### src/rtl/dpram_drv_pkg.sv
// Shared types and helpers for the dual-port RAM test driver.
// State encoding, fill-pattern function and phase-length helper.
package dpram_drv_pkg;

  typedef enum logic [2:0] {
    IDLE,
    WRITE,
    READ,
    DRAIN,
    DONE_ST
  } drv_state_e;

  localparam int unsigned PAT_MAX_W = 64;

  // Words per RAM half; also the length of the WRITE and READ phases.
  function automatic int unsigned half_len(input int unsigned addr_width);
    return 32'd1 << (addr_width - 32'd1);
  endfunction

  // Fill pattern: seed XOR address, evaluated at full width and narrowed by the caller.
  function automatic logic [PAT_MAX_W-1:0] pat(input logic [PAT_MAX_W-1:0] seed,
                                               input logic [PAT_MAX_W-1:0] addr);
    return seed ^ addr;
  endfunction

endpackage

### src/rtl/dpram_drv_if.sv
// RAM-side bus of the dual-port RAM test driver: two independent one-cycle ports.
// master = driver, slave = RAM under test.
interface dpram_drv_if #(
  parameter int unsigned DATA_WIDTH = 32,
  parameter int unsigned ADDR_WIDTH = 10
);

  logic [ADDR_WIDTH-1:0] ADDR_A;
  logic [ADDR_WIDTH-1:0] ADDR_B;
  logic [DATA_WIDTH-1:0] DI_A;
  logic [DATA_WIDTH-1:0] DI_B;
  logic [DATA_WIDTH-1:0] DO_A;
  logic [DATA_WIDTH-1:0] DO_B;
  logic                  WE_A;
  logic                  WE_B;
  logic                  RE_A;
  logic                  RE_B;
  logic                  EN_A;
  logic                  EN_B;

  modport master (
    output ADDR_A, ADDR_B, DI_A, DI_B, WE_A, WE_B, RE_A, RE_B, EN_A, EN_B,
    input  DO_A, DO_B
  );

  modport slave (
    input  ADDR_A, ADDR_B, DI_A, DI_B, WE_A, WE_B, RE_A, RE_B, EN_A, EN_B,
    output DO_A, DO_B
  );

endinterface

### src/rtl/dpram_drv_checker.sv
// Per-port read checker: remembers the issued read address for one cycle and compares DO with the pattern.
// Exposes observed data and expected address only when DPRAM_DRV_ERRLOG_EN is defined.
module dpram_drv_checker
  import dpram_drv_pkg::*;
#(
  parameter int unsigned           DATA_WIDTH = 32,
  parameter int unsigned           ADDR_WIDTH = 10,
  parameter logic [DATA_WIDTH-1:0] SEED       = DATA_WIDTH'('hA5)
) (
  input  logic                  CLK,
  input  logic                  RST,
  input  logic                  issue,
  input  logic [ADDR_WIDTH-1:0] issue_addr,
  input  logic [DATA_WIDTH-1:0] do_data,
  output logic                  mismatch_c
`ifdef DPRAM_DRV_ERRLOG_EN
  ,
  output logic [ADDR_WIDTH-1:0] exp_addr_c,
  output logic [DATA_WIDTH-1:0] obs_data_c
`endif
);

  logic                  pend;
  logic [ADDR_WIDTH-1:0] exp_addr;
  logic [DATA_WIDTH-1:0] exp_data_c;

  // Read issued this cycle returns data next cycle.
  always_ff @(posedge CLK) begin
    if (RST) begin
      pend     <= 1'b0;
      exp_addr <= '0;
    end else begin
      pend     <= issue;
      exp_addr <= issue_addr;
    end
  end

  always_comb begin
    exp_data_c = DATA_WIDTH'(pat(PAT_MAX_W'(SEED), PAT_MAX_W'(exp_addr)));
    mismatch_c = pend && (do_data != exp_data_c);
  end

`ifdef DPRAM_DRV_ERRLOG_EN
  assign exp_addr_c = exp_addr;
  assign obs_data_c = do_data;
`endif

endmodule

### src/rtl/dpram_test_driver.sv
// Fills a true dual-port RAM with a known pattern via both ports, cross-reads it and counts mismatches.
// Define DPRAM_DRV_ERRLOG_EN to capture address/data of the first mismatch of each run.
module dpram_test_driver
  import dpram_drv_pkg::*;
#(
  parameter int unsigned           DATA_WIDTH = 32,
  parameter int unsigned           ADDR_WIDTH = 10,
  parameter int unsigned           ERR_WIDTH  = 16,
  parameter logic [DATA_WIDTH-1:0] SEED       = DATA_WIDTH'('hA5)
) (
  input  logic                  CLK,
  input  logic                  RST,
  input  logic                  START,
  output logic                  BUSY,
  output logic                  DONE,
  output logic                  PASS,
  output logic [ERR_WIDTH-1:0]  ERR_COUNT,
  output logic [ADDR_WIDTH-1:0] FIRST_ERR_ADDR,
  output logic [DATA_WIDTH-1:0] FIRST_ERR_DATA,
  dpram_drv_if.master           ram
);

  localparam int unsigned   IW       = ADDR_WIDTH - 1;
  localparam int unsigned   H        = half_len(ADDR_WIDTH);
  localparam int unsigned   EW1      = ERR_WIDTH + 1;
  localparam logic [IW-1:0] IDX_LAST = IW'(H - 1);

  drv_state_e     state;
  logic [IW-1:0]  idx;
  logic [IW-1:0]  nidx_c;
  logic           last_c;
  logic           start_c;
  logic           wr_c;
  logic           rd_c;
  logic           mm_a_c;
  logic           mm_b_c;
  logic [EW1-1:0] err_sum_c;
  logic [ERR_WIDTH-1:0] err_next_c;

  function automatic logic [DATA_WIDTH-1:0] pat_w(input logic [ADDR_WIDTH-1:0] a);
    return DATA_WIDTH'(pat(PAT_MAX_W'(SEED), PAT_MAX_W'(a)));
  endfunction

  // Next-cycle port activity and saturating error sum.
  always_comb begin
    last_c     = (idx == IDX_LAST);
    start_c    = START && ((state == IDLE) || (state == DONE_ST));
    wr_c       = start_c || ((state == WRITE) && !last_c);
    rd_c       = ((state == WRITE) && last_c) || ((state == READ) && !last_c);
    nidx_c     = (((state == WRITE) || (state == READ)) && !last_c) ? idx + IW'(1) : '0;
    err_sum_c  = {1'b0, ERR_COUNT} + EW1'(mm_a_c) + EW1'(mm_b_c);
    err_next_c = err_sum_c[ERR_WIDTH] ? '1 : err_sum_c[ERR_WIDTH-1:0];
  end

  // Port A owns the lower half on write and reads the upper half; port B mirrors it.
  always_ff @(posedge CLK) begin
    if (RST) begin
      state      <= IDLE;
      idx        <= '0;
      BUSY       <= 1'b0;
      DONE       <= 1'b0;
      PASS       <= 1'b0;
      ERR_COUNT  <= '0;
      ram.EN_A   <= 1'b0;
      ram.WE_A   <= 1'b0;
      ram.RE_A   <= 1'b0;
      ram.ADDR_A <= '0;
      ram.DI_A   <= '0;
      ram.EN_B   <= 1'b0;
      ram.WE_B   <= 1'b0;
      ram.RE_B   <= 1'b0;
      ram.ADDR_B <= '0;
      ram.DI_B   <= '0;
    end else begin
      idx        <= nidx_c;
      ERR_COUNT  <= err_next_c;
      ram.EN_A   <= wr_c || rd_c;
      ram.WE_A   <= wr_c;
      ram.RE_A   <= rd_c;
      ram.ADDR_A <= {rd_c, nidx_c};
      ram.DI_A   <= wr_c ? pat_w({1'b0, nidx_c}) : '0;
      ram.EN_B   <= wr_c || rd_c;
      ram.WE_B   <= wr_c;
      ram.RE_B   <= rd_c;
      ram.ADDR_B <= {wr_c, nidx_c};
      ram.DI_B   <= wr_c ? pat_w({1'b1, nidx_c}) : '0;

      case (state)
        IDLE, DONE_ST: begin
          if (start_c) begin
            state     <= WRITE;
            BUSY      <= 1'b1;
            DONE      <= 1'b0;
            PASS      <= 1'b0;
            ERR_COUNT <= '0;
          end
        end
        WRITE: begin
          if (last_c) state <= READ;
        end
        READ: begin
          if (last_c) state <= DRAIN;
        end
        DRAIN: begin
          state <= DONE_ST;
          BUSY  <= 1'b0;
          DONE  <= 1'b1;
          PASS  <= (err_next_c == '0);
        end
        default: begin
          state <= IDLE;
          BUSY  <= 1'b0;
        end
      endcase
    end
  end

`ifdef DPRAM_DRV_ERRLOG_EN
  logic [ADDR_WIDTH-1:0] exp_a_c;
  logic [ADDR_WIDTH-1:0] exp_b_c;
  logic [DATA_WIDTH-1:0] obs_a_c;
  logic [DATA_WIDTH-1:0] obs_b_c;
  logic                  logged;
`endif

  dpram_drv_checker #(
    .DATA_WIDTH(DATA_WIDTH),
    .ADDR_WIDTH(ADDR_WIDTH),
    .SEED      (SEED)
  ) u_chk_a (
    .CLK       (CLK),
    .RST       (RST),
    .issue     (ram.EN_A && ram.RE_A),
    .issue_addr(ram.ADDR_A),
    .do_data   (ram.DO_A),
    .mismatch_c(mm_a_c)
`ifdef DPRAM_DRV_ERRLOG_EN
    ,
    .exp_addr_c(exp_a_c),
    .obs_data_c(obs_a_c)
`endif
  );

  dpram_drv_checker #(
    .DATA_WIDTH(DATA_WIDTH),
    .ADDR_WIDTH(ADDR_WIDTH),
    .SEED      (SEED)
  ) u_chk_b (
    .CLK       (CLK),
    .RST       (RST),
    .issue     (ram.EN_B && ram.RE_B),
    .issue_addr(ram.ADDR_B),
    .do_data   (ram.DO_B),
    .mismatch_c(mm_b_c)
`ifdef DPRAM_DRV_ERRLOG_EN
    ,
    .exp_addr_c(exp_b_c),
    .obs_data_c(obs_b_c)
`endif
  );

`ifdef DPRAM_DRV_ERRLOG_EN
  // First mismatch of a run is latched; port A takes priority on a same-cycle tie.
  always_ff @(posedge CLK) begin
    if (RST || start_c) begin
      logged         <= 1'b0;
      FIRST_ERR_ADDR <= '0;
      FIRST_ERR_DATA <= '0;
    end else if (!logged && (mm_a_c || mm_b_c)) begin
      logged         <= 1'b1;
      FIRST_ERR_ADDR <= mm_a_c ? exp_a_c : exp_b_c;
      FIRST_ERR_DATA <= mm_a_c ? obs_a_c : obs_b_c;
    end
  end
`else
  assign FIRST_ERR_ADDR = '0;
  assign FIRST_ERR_DATA = '0;
`endif

endmodule

### src/flat_wrapper.sv
// flat-port wrapper written by rule: the top's interface ports become plain ports
module dpram_test_driver_flat import dpram_drv_pkg::*;
#(
  parameter int unsigned           DATA_WIDTH = 32,
  parameter int unsigned           ADDR_WIDTH = 10,
  parameter int unsigned           ERR_WIDTH  = 16,
  parameter logic [DATA_WIDTH-1:0] SEED       = DATA_WIDTH'('hA5)
)
  (CLK, RST, START, BUSY, DONE, PASS, ERR_COUNT, FIRST_ERR_ADDR, FIRST_ERR_DATA, ram_ADDR_A, ram_ADDR_B, ram_DI_A, ram_DI_B, ram_WE_A, ram_WE_B, ram_RE_A, ram_RE_B, ram_EN_A, ram_EN_B, ram_DO_A, ram_DO_B);
  dpram_drv_if #(.DATA_WIDTH(DATA_WIDTH), .ADDR_WIDTH(ADDR_WIDTH)) ram_i ();
  input  logic CLK;
  input  logic RST;
  input  logic START;
  output logic BUSY;
  output logic DONE;
  output logic PASS;
  output logic [ERR_WIDTH-1:0] ERR_COUNT;
  output logic [ADDR_WIDTH-1:0] FIRST_ERR_ADDR;
  output logic [DATA_WIDTH-1:0] FIRST_ERR_DATA;
  output wire logic [$bits(ram_i.ADDR_A)-1:0] ram_ADDR_A;
  output wire logic [$bits(ram_i.ADDR_B)-1:0] ram_ADDR_B;
  output wire logic [$bits(ram_i.DI_A)-1:0] ram_DI_A;
  output wire logic [$bits(ram_i.DI_B)-1:0] ram_DI_B;
  output wire logic [$bits(ram_i.WE_A)-1:0] ram_WE_A;
  output wire logic [$bits(ram_i.WE_B)-1:0] ram_WE_B;
  output wire logic [$bits(ram_i.RE_A)-1:0] ram_RE_A;
  output wire logic [$bits(ram_i.RE_B)-1:0] ram_RE_B;
  output wire logic [$bits(ram_i.EN_A)-1:0] ram_EN_A;
  output wire logic [$bits(ram_i.EN_B)-1:0] ram_EN_B;
  input wire logic [$bits(ram_i.DO_A)-1:0] ram_DO_A;
  input wire logic [$bits(ram_i.DO_B)-1:0] ram_DO_B;
  assign ram_ADDR_A = ram_i.ADDR_A;
  assign ram_ADDR_B = ram_i.ADDR_B;
  assign ram_DI_A = ram_i.DI_A;
  assign ram_DI_B = ram_i.DI_B;
  assign ram_WE_A = ram_i.WE_A;
  assign ram_WE_B = ram_i.WE_B;
  assign ram_RE_A = ram_i.RE_A;
  assign ram_RE_B = ram_i.RE_B;
  assign ram_EN_A = ram_i.EN_A;
  assign ram_EN_B = ram_i.EN_B;
  assign ram_i.DO_A = ram_DO_A;
  assign ram_i.DO_B = ram_DO_B;
  dpram_test_driver #(.DATA_WIDTH(DATA_WIDTH), .ADDR_WIDTH(ADDR_WIDTH), .ERR_WIDTH(ERR_WIDTH), .SEED(SEED)) u_core (.CLK(CLK), .RST(RST), .START(START), .BUSY(BUSY), .DONE(DONE), .PASS(PASS), .ERR_COUNT(ERR_COUNT), .FIRST_ERR_ADDR(FIRST_ERR_ADDR), .FIRST_ERR_DATA(FIRST_ERR_DATA), .ram(ram_i));
endmodule
### config.mk
export PLATFORM = sky130hd
export DESIGN_NAME = dpram_test_driver_flat
export DESIGN_NICKNAME = d
export VERILOG_FILES = /design/src/rtl/dpram_drv_pkg.sv /design/src/rtl/dpram_drv_if.sv /design/src/rtl/dpram_drv_checker.sv /design/src/rtl/dpram_test_driver.sv /design/src/flat_wrapper.sv
export SDC_FILE = /design/constraint.sdc
export NUM_CORES = 1
export LEC_CHECK = 0
export ABC_AREA = 1
export CORE_MARGIN = 4
export CORE_UTILIZATION = 30
export CTS_CLUSTER_DIAMETER = 80
export CTS_CLUSTER_SIZE = 14
export DETAILED_ROUTE_END_ITERATION = 10
export GPL_TIMING_DRIVEN = 0
export SETUP_SLACK_MARGIN = 0.4
export SLEW_MARGIN = 20
export SYNTH_ARGS = -nofsm -noshare
export SYNTH_HDL_FRONTEND = slang
export SYNTH_HIERARCHICAL = 1
export SYNTH_SLANG_ARGS = --single-unit
### constraint.sdc
create_clock -name CLK -period 2.55 [get_ports CLK]
set_input_delay 0.3825 -clock CLK [delete_from_list [all_inputs] [get_ports CLK]]
set_output_delay 0.3825 -clock CLK [all_outputs]
set_load 0.03 [all_outputs]
==> key figures <==
Layout
  • Area Overhead vs Synth: 61.31%
  • Fraction of layout cells with a size suffix above 1: 24.88%
  • Fin cells: 1029
  • Layout net count: 923

Clock tree
  • Max clock buf depth: 2
  • Max H-tree Level: 3
  • Worst-Skew Late Latency: 330 ps
  • CTS Sinks: 65
  • Clock root cell: clkbuf_16
  • Number of hold buffers added after CTS: 0
  • TritonCTS Buffers: 9
  • Reg clk slew, reported paths: around 50 ps
  • TritonCTS clock tree: built

STA
  • Fmax: 396.3 MHz
  • Tmin final: 2523 ps
  • Final setup vio count: 0
  • RSZ-0062 raised after global routing: yes
  • Final clock skew: ~5.6 ps
  • Hold Vio Cnt, Final: 0
  • Fin. max-slew vios: 0
  • Final period utilization: a little over nine tenths
  • Fin Setup TNS: 0 ps

Synth
  • Xor/xnor share of the synthesized area: under 10%
  • Post-Synth Adder-Cell Area: 1.437%
  • Mapped Avg Cell Area: between 6 and 7 µm²
  • Multiplexer share of the synthesized area: 0%
  • Yosys warns: 6
  • Synth Area in Compound Gates: 4.122%
  • Post-Synth Simple-Gate Area: 29.64%
  • Largest family of logic cells by synthesized area: buffers and inverters
  • #FFs+latches synth: 65
  • Post-Syn Area: 4006 µm²
  • Distinct cells, synth: 29
  • Synthesized instance count: 603
  • Seq/Total Area, Yosys: 32.48%

Global routing
  • Largest net degree at the start of global routing: 13
  • GRT Util Overall: 13.39%
  • Met1 Usage GRT: between 15 and 20%
  • Initial antenna violation count: 1
  • Vias in the first global route: 3325
  • Met2 Usage GRT: 22.63%
  • GRT overflow: 0
  • Busiest grt layer: met2
  • First-pass GRT wire length: 16.00 mm
  • M3 GR Usage: 3.614%

Drt
  • Antenna viol nets, final: 0
  • Vias post-DR: 3835
  • DRT iter0 DRCs: 113
  • WL per Instance: 10.68 µm
  • Post-route DRC: 0
  • Vias/cell: 3.727
  • Routed wire length: 10.99 mm
  • Drt pass-1 iters: 6

Floorplanning
  • Chip Height: 123.6 µm
  • Core area: 12820 µm²
  • Initial Utilization: 31.24%
  • Die Wd: roughly 120 µm
  • Die area: 15270 µm²
  • IO Pins: 218
  • Rows: 41

Power and ir drop
  • P_int: 0.002195 W
  • Switch Pwr: 0.0009111 W
  • Max VDD drop: roughly 0.28 mV
  • Pwr Density: roughly 480 nW/µm²
  • Net Sw Frac: 29.33%
  • Clock Power Share: 42.3%
  • Leakage power: 3.165 nW
  • Share of power burned in registers: between 30% and 40%
  • Logic gate share of total power: 23.4%

Place
  • Placer Congestion: 0.8240
  • Post-DP HPWL: about 8.6 mm
  • IO buf count: 130
  • Placed cell count: 991

Hold path
  • Worst hold path class: reg -> reg

Critical path
  • CP required: ~2800 ps
  • Delay-heaviest family, CP: simple AND/OR/NAND/NOR gates
  • Crit path kind: reg -> reg
  • Buf/Inv on CP: 4
  • Crit path arrival time: 2790 ps
  • Cell mode on critical path: nand2_1
  • Crit-path max cell delay: 370 ps
  • Slowest CP cell: fa_2
  • Critical path cell sequence: xnor2_2, nor2_1, nand2_1, nor2_2, a21oi_2, inv_1, fa_2, inv_2, ha_4, nand2_4, nor2_4, buf_12, nand3_4, clkinv_4, nand3_2, nand2_2, nand2_1, nor2_1, nand3_1, nand2_1
  • CP max FO: 4
  • CP Capture Type: flop
  • Critical path startpoint category: flop

Outcome
  • Status: completed

Job
  • Max_cap viols: 0
[per-layer routing]
layer	up-vias	wire (µm)
li1	2104	-
met1	1578	4518
met2	144	5285
met3	9	1041
met4	0	144
met5	-	0
[final cells by class]
| type | instances | area, µm² |
|---|---|---|
| Tap cell | 172 | 215.2 |
| Sequential cell | 65 | 1315 |
| Clock inverter | 6 | 92.59 |
| Fill cell | 1307 | 6362 |
| Clock buffer | 9 | 225.2 |
| Multi-Input combinational cell | 406 | 1942 |
| Buffer | 115 | 852.1 |
| Inverter | 103 | 404.1 |
| Antenna cell | 1 | 2.502 |
| Timing Repair Buffer | 152 | 1414 |
[what timing repair did]
action | 4_1_cts | 5_1_grt
pin swaps | 61 | 22
setup buffers | 10 | 12
setup endpoints to repair | 31 | 33
gates resized for setup | 85 | 28
cloned | 0 | 0
[through the flow]
| stage | hold slack, ps | setup WS (ps) | util, % | total power [W] | instance area [µm²] |
|---|---|---|---|---|---|
| 2_1_floorplan | 454.9 | 283.0 | - | 0.001591 | 4375 |
| 3_3_place_gp | 467.2 | -665.6 | 45.94 | 0.001816 | 5892 |
| 3_5_place_dp | 453.0 | -681.4 | 45.94 | 0.001816 | 5892 |
| 4_1_cts | 480.3 | 36.06 | 48.94 | 0.003113 | 6276 |
| 5_1_grt | 503.9 | -142.7 | 50.39 | 0.003244 | 6462 |
| 6_report | 479.8 | 26.79 | 50.39 | 0.003106 | 6462 |
[power by group through the flow]
stage / Clock, W / Sequential (W) / Combinational (W)
3_3_place_gp: 0 / 0.00109 / 0.000722
2_1_floorplan: 0 / 0.00113 / 0.000466
3_5_place_dp: 0 / 0.00109 / 0.000723
5_1_grt: 0.00139 / 0.00107 / 0.000782
4_1_cts: 0.00135 / 0.00107 / 0.000700
6_report: 0.00131 / 0.00106 / 0.000728
[worst paths after layout]
path	startpoint	endpoint	slack (ps)	depth (start not counted)
hold reg to reg	u_core/DONE	u_core/DONE	480	2
setup / recovery	u_core/u_chk_b/exp_addr[2]	u_core/PASS	30	20
hold / removal	u_core/DONE	u_core/DONE	480	2
setup reg to reg	u_core/u_chk_b/exp_addr[2]	u_core/PASS	30	20
[worst register-to-register path, delay by kind of cell, from the launching register on]
family | cells | cell delay (ps)
compound gates | 1 | 140
xor+xnor | 1 | 110
fa+ha+maj | 2 | 520
buf+inv | 4 | 400
flops | 1 | 340
simple gates | 12 | 970
[Yosys cell counts, drive strengths merged]
cell type,count,area share [%]
nand2,122,12
nor2,117,12
buf,114,21
inv,102,9.6
dfxtp,65,32
nand3,21,2.7
o21ai,14,1.7
a21oi,13,1.7
nand3b,6,1.1
nand4,6,0.94
nor3,6,0.75
xnor2,4,0.87
a31oi,3,0.47
ha,3,0.94
xor2,2,0.44
a211oi,1,0.19
clkbuf,1,0.094
clkinv,1,0.094
conb,1,0.094
fa,1,0.50
[layout by cell type, fill, tap and decap left out, types with 7 or more instances in the layout]
| master | n |
|---|---|
| a21oi_1 | 8 |
| buf_4 | 127 |
| clkbuf_16 | 9 |
| clkdlybuf4s50_1 | 66 |
| conb_1 | 87 |
| dfxtp_1 | 58 |
| dlygate4sd2_1 | 63 |
| inv_1 | 91 |
| inv_2 | 8 |
| nand2_1 | 112 |
| nand3_1 | 13 |
| nor2_1 | 104 |
| nor2_2 | 7 |
| o21ai_0 | 8 |
[flip-flops by register name (all words and copies together), names as in the netlist, 3 cells and up]
signal	count
u_core/state	3
u_core/u_chk_a/exp_addr	10
u_core/ERR_COUNT	16
u_core/ram.DI_B	9
u_core/u_chk_b/exp_addr	10
u_core/ram.ADDR_A	10
[kinds of logic (layout without fill, tap and decap cells)]
logic type	count (synthesis)	in the layout
simple gates	278	278
compound gates	31	31
xor+xnor	6	6
fa+ha+maj	4	4
other cells	1	88
flops	65	65
buf+inv	218	385
No activity file was read; power rests on OpenSTA's default activity.
